[src/rtl/cache_arbiter.sv]
`default_nettype none
// ============================================================================
// Module      : cache_arbiter
// Description : Round-robin arbiter that merges I-side and D-side line
//               requests onto one downstream port, one transaction at a time.
// Revision    : 1.0 - initial release
// ============================================================================
module cache_arbiter #(
    parameter int s_line = 256
) (
    input  logic              clk,
    input  logic              rst,
    input  logic              i_read,
    input  logic [31:0]       i_address,
    output logic [s_line-1:0] i_rdata,
    output logic              i_resp,
    input  logic              d_read,
    input  logic              d_write,
    input  logic [31:0]       d_address,
    input  logic [s_line-1:0] d_wdata,
    output logic [s_line-1:0] d_rdata,
    output logic              d_resp,
    output logic              mem_read,
    output logic              mem_write,
    output logic [31:0]       mem_address,
    output logic [s_line-1:0] mem_wdata,
    input  logic [s_line-1:0] mem_rdata,
    input  logic              mem_resp
);

    localparam logic [1:0] c_idle    = 2'd0;
    localparam logic [1:0] c_grant_i = 2'd1;
    localparam logic [1:0] c_grant_d = 2'd2;
    localparam logic       c_port_i  = 1'b0;
    localparam logic       c_port_d  = 1'b1;

    logic [1:0]        r_state;
    logic [1:0]        w_next_state;
    logic              r_last_grant;
    logic [31:0]       r_addr;
    logic [s_line-1:0] r_wdata;
    logic              r_op_write;
    logic              w_i_req;
    logic              w_d_req;
    logic              w_grant_i;
    logic              w_grant_d;

    assign w_i_req   = i_read;
    assign w_d_req   = d_read | d_write;
    // On a tie, the port that was not served last wins.
    assign w_grant_d = w_d_req & (~w_i_req | (r_last_grant == c_port_i));
    assign w_grant_i = w_i_req & ~w_grant_d;

    always_ff @(posedge clk) begin
        if (rst) begin
            r_state      <= c_idle;
            r_last_grant <= c_port_i;
            r_addr       <= '0;
            r_wdata      <= '0;
            r_op_write   <= 1'b0;
        end else begin
            r_state <= w_next_state;
            case (r_state)
                c_idle: begin
                    if (w_grant_d) begin
                        r_addr     <= d_address;
                        r_wdata    <= d_wdata;
                        r_op_write <= d_write;
                    end else if (w_grant_i) begin
                        r_addr     <= i_address;
                        r_op_write <= 1'b0;
                    end
                end
                c_grant_i: if (mem_resp) r_last_grant <= c_port_i;
                c_grant_d: if (mem_resp) r_last_grant <= c_port_d;
                default: ;
            endcase
        end
    end

    always_comb begin
        w_next_state = r_state;
        case (r_state)
            c_idle: begin
                if (w_grant_d)      w_next_state = c_grant_d;
                else if (w_grant_i) w_next_state = c_grant_i;
            end
            c_grant_i: if (mem_resp) w_next_state = c_idle;
            c_grant_d: if (mem_resp) w_next_state = c_idle;
            default:   w_next_state = c_idle;
        endcase
    end

    always_comb begin
        mem_read  = 1'b0;
        mem_write = 1'b0;
        i_resp    = 1'b0;
        d_resp    = 1'b0;
        case (r_state)
            c_grant_i: begin
                mem_read  = ~r_op_write;
                mem_write = r_op_write;
                i_resp    = mem_resp;
            end
            c_grant_d: begin
                mem_read  = ~r_op_write;
                mem_write = r_op_write;
                d_resp    = mem_resp;
            end
            default: ;
        endcase
    end

    assign mem_address = r_addr;
    assign mem_wdata   = r_wdata;
    assign i_rdata     = mem_rdata;
    assign d_rdata     = mem_rdata;

endmodule
`default_nettype wire

[config.mk]
export PLATFORM = sky130hd
export DESIGN_NAME = cache_arbiter
export DESIGN_NICKNAME = d
export VERILOG_FILES = /design/src/rtl/cache_arbiter.sv
export SDC_FILE = /design/constraint.sdc
export NUM_CORES = 1
export LEC_CHECK = 0
export CAP_MARGIN = 20
export CORE_AREA = 2 2 533 535
export DETAILED_ROUTE_END_ITERATION = 12
export DIE_AREA = 0 0 535 537
export PLACE_DENSITY = 0.3
export SLEW_MARGIN = 10
export SYNTH_ARGS = -nofsm -noshare
export SYNTH_HDL_FRONTEND = slang
export SYNTH_SLANG_ARGS = --single-unit
[constraint.sdc]
create_clock -name clk -period 1.6 [get_ports clk]
set_input_delay 0.24 -clock clk [delete_from_list [all_inputs] [get_ports clk]]
set_output_delay 0.24 -clock clk [all_outputs]
set_load 0.05 [all_outputs]
==> results_dict.tcl <==
set metrics [dict create \
    outcome "complete, but fails checks" \
    failed_checks "setup timing" \
    critical_path_end "mem_write" \
    number_of_maximum_capacitance_constraint_violations 0 \
    yosysSeqAreaShare_pct 38.9 \
    setup_viol 159 \
    path_buf_inv 2 \
    total_nets_final 2683 \
    grt_pass1_vias 15076 \
    crit_path_end_kind "primary output" \
    max_slew.worst_pin.slew_ns 0.550 \
    synthDominantAreaCellType "sky130_fd_sc_hd__dfxtp_1" \
    synth_edf_count 0 \
    worstSetupStartpoint "r_state[1]$_SDFFE_PP0P_" \
    timing.critical_path.depth 4 \
    min-delay-start "d_wdata[195]" \
    grt_first_pass_wirelength_mm 185 \
    timing.final.max_slew_violations 0 \
    timing.critical_path.from_type "flop" \
    critical_path.slowest_cell "sky130_fd_sc_hd__dfxtp_2" \
    highest_cell_delay_on_the_worst_timing_path_ns 0.33 \
    final_period_minus_worst_setup_slack_ns 1.91 \
    regToRegEndpoint "mem_address[29]$_SDFFE_PP0P_" \
    whs_ns 0.116 \
    clk_root_buffer_cell "sky130_fd_sc_hd__clkbuf_16" \
    detailroute.via_count 14944 \
    ctsLongestPathBuffers 3 \
    proportion_of_synthesized_flip_flops_having_asynchronous_set_or_reset_pct 0 \
    clkSlewWorstSetupHoldPaths_ns 0.06 \
    max_transition_margin_pct 63.3 \
    final_antenna_net_count 0 \
    cellPowerDensity_nw_per_um2 1190 \
    drt_iter0_markers 472 \
    yosysMostFrequentCell "sky130_fd_sc_hd__buf_4" \
    h-tree-depth 2 \
    rsz0062_at_grt "yes" \
    postSynthNetCount 2472 \
    setup.worst_path.class "reg2out" \
    critical_path.reg2reg.startpoint "r_state[1]$_SDFFE_PP0P_" \
    critPathTopFamily "flip-flops" \
    grt_start_max_net_pins 55 \
    worst-path-max-fanout 4 \
    synth_top_cells_by_area "sky130_fd_sc_hd__dfxtp_1 39%, sky130_fd_sc_hd__buf_4 26%, sky130_fd_sc_hd__a21oi_1 8.7%" \
    final.period_utilization_pct 120 \
    rr_worst_depth 9 \
    dieArea_um2 287000 \
    filler_cell_count 32243 \
    grt_remaining_overflow 0 \
    die_height_um 537 \
    netlist_instances 1887 \
    hold_violations 0 \
    clock_latency_ns 0.70 \
    num_rows 195 \
    ys_ff_latch 292 \
    timing.final.ws_setup_ns -0.314 \
    r2r_slack_ns -0.13 \
    buffer_ports.inserted 617 \
    number_of_antenna_violations_at_the_first_check_in_global_routing 47 \
    hold_path.class "in2reg" \
    power.static_leakage_uw 0.0103 \
    place_hpwl_mm 121 \
    initial_utilization_pct 5.34 \
    cp_cell_sequence "inv_2 -> ha_4 -> and2_2 -> buf_12" \
    flow.area_growth_from_synthesis_pct 107 \
    die_width_um 535 \
    cts.sink_count 292 \
    wl_per_cell_um 26.5 \
    worst-endpoint-required_ns 1.36 \
    ys_dominant_reg_cell "sky130_fd_sc_hd__dfxtp_1" \
    drt_wl_total_mm 156 \
    synthDistinctLibCells 22 \
    max_freq_ghz 0.523 \
    final-seq-area_um2 5950 \
    drt_drc_violations_left 0 \
    synth.top_cells.by_count "517 x sky130_fd_sc_hd__buf_4, 292 x sky130_fd_sc_hd__dfxtp_1, 260 x sky130_fd_sc_hd__a21oi_1" \
    gr-usage-all-layers_pct 10.1 \
    fin_area_um2 31100 \
    numCtsBuffers 46 \
    first_pass_iters 4 \
    final_layout_size_suffix_gt1_share_pct 55.6 \
    dp_area_um2 23800 \
    ys_warn_count 0 \
    via_per_inst 2.54 \
    irDropWorstVdd_mv 0.733 \
    yosys.area.top_type_share_pct 38.9 \
    gp_congestion 0.758 \
    core-area_um2 281000 \
    syn_area_um2 15000 \
    worst_clock_skew_ns 0.0459 \
    tritoncts "yes" \
    multiInputGateArea_um2 7820 \
    crit_path_arrival_time_ns 1.67 \
    ioPinCount 1386 \
    syn_area_per_cell_um2 7.96 \
]
[metal layers]
| layer | routed length (um) | track usage, % | vias up | share of wire (%) |
|---|---|---|---|---|
| li1 | - | - | 6471 | - |
| met1 | 46800 | 8.91 | 7043 | 30 |
| met2 | 73900 | 17.1 | 960 | 48 |
| met3 | 25300 | 7.41 | 446 | 16 |
| met4 | 9140 | 4.88 | 24 | 5.9 |
| met5 | 400 | 0.691 | - | 0.26 |
[power by group]
group | internal [uW] | switching [uW] | total [uW]
logic | 7240 | 9420 | 16700
registers | 8210 | 901 | 9110
clock network | 6680 | 4660 | 11300
total | 22100 | 15000 | 37100
[per-stage QoR]
| stage | std cells | utilization (%) | setup TNS, ns | worst slack (ns) | power [uW] |
|---|---|---|---|---|---|
| 2_1_floorplan | 1887 | - | 0 | 0.0143 | 17400 |
| 3_3_place_gp | 5687 | 8.45 | -107.67 | -0.493 | 20900 |
| 3_5_place_dp | 5687 | 8.45 | -109.38 | -0.499 | 20900 |
| 4_1_cts | 5850 | 9.94 | -21.74 | -0.455 | 36000 |
| 5_1_grt | 5874 | 11.1 | -28.38 | -0.461 | 38900 |
| 6_report | 5876 | 11.1 | -7.37 | -0.314 | 37100 |
[worst reg2reg max path, cell delays in order, from the launching register on]
cell and delay, ns:
sky130_fd_sc_hd__dfxtp_2 0.33, sky130_fd_sc_hd__inv_2 0.05, sky130_fd_sc_hd__ha_4 0.18, sky130_fd_sc_hd__buf_12 0.12, sky130_fd_sc_hd__buf_12 0.13, sky130_fd_sc_hd__o31a_4 0.19
sky130_fd_sc_hd__buf_12 0.16, sky130_fd_sc_hd__buf_16 0.13, sky130_fd_sc_hd__buf_6 0.12, sky130_fd_sc_hd__a311oi_2 0.22
[cells in the final DEF (no fill, tap or decap), types with 11 or more instances in the layout]
master	n
sky130_fd_sc_hd__clkdlybuf4s50_1	324
sky130_fd_sc_hd__dfxtp_1	219
sky130_fd_sc_hd__buf_12	191
sky130_fd_sc_hd__buf_4	189
sky130_fd_sc_hd__a21oi_2	153
sky130_fd_sc_hd__o21ai_2	120
sky130_fd_sc_hd__a21oi_1	107
sky130_fd_sc_hd__nand3_2	99
sky130_fd_sc_hd__nand3_4	87
sky130_fd_sc_hd__nand3_1	73
sky130_fd_sc_hd__clkbuf_16	69
sky130_fd_sc_hd__dfxtp_2	69
sky130_fd_sc_hd__o21ai_1	68
sky130_fd_sc_hd__nand2_1	64
sky130_fd_sc_hd__o21ai_0	54
sky130_fd_sc_hd__buf_16	44
sky130_fd_sc_hd__buf_6	37
sky130_fd_sc_hd__a311oi_2	25
sky130_fd_sc_hd__buf_8	22
sky130_fd_sc_hd__o21ai_4	16
sky130_fd_sc_hd__nor2_1	13
sky130_fd_sc_hd__nor2_4	13
sky130_fd_sc_hd__clkbuf_1	11
[area by class of cell]
cell class	instances	area share (%)
clock buffer	66	4.23
sequential	292	19.1
timing repair buffer	834	35.6
tap	3743	15.0
clock inverter	14	0.844
inverter	4	0.108
multi-input combinational	920	25.1
antenna	3	0.0241
[cell families (layout without fill, tap and decap cells)]
family | after synthesis | in the layout | synth area share [%]
flip-flops | 292 | 292 | 38.9
buffers and inverters | 675 | 918 | 30.0
AND/OR/NAND/NOR | 364 | 364 | 11.4
other | 0 | 3 | 0
AO/OA/AOI/OAI | 553 | 553 | 19.5
adder cells (fa/ha/maj) | 3 | 3 | 0.250
[sequential cells by signal (all words and copies together), names as in the netlist]
signal,count
r_op_write,1
mem_wdata,256
r_last_grant,1
r_state,2
mem_address,32
[how the worst min path moves through the flow]
| stage | end | depth (start not counted) |
|---|---|---|
| after floorplan | mem_wdata[0]$_SDFFE_PP0P_ | 2 |
| after global routing | mem_wdata[185]$_SDFFE_PP0P_ | 3 |
| after global placement | mem_wdata[140]$_SDFFE_PP0P_ | 2 |
| after detailed placement | mem_wdata[187]$_SDFFE_PP0P_ | 2 |
| after CTS | mem_wdata[135]$_SDFFE_PP0P_ | 3 |
| final | mem_wdata[195]$_SDFFE_PP0P_ | 3 |
[timing repair]
action	CTS	global route
endpoints found under the hold margin	22	0
cloned	39	25
gates resized for setup	433	666
setup endpoints to repair	282	310
pin swaps	164	271
setup buffers	43	22
hold buffers	3	0
Power figures use the tool's default switching activity.
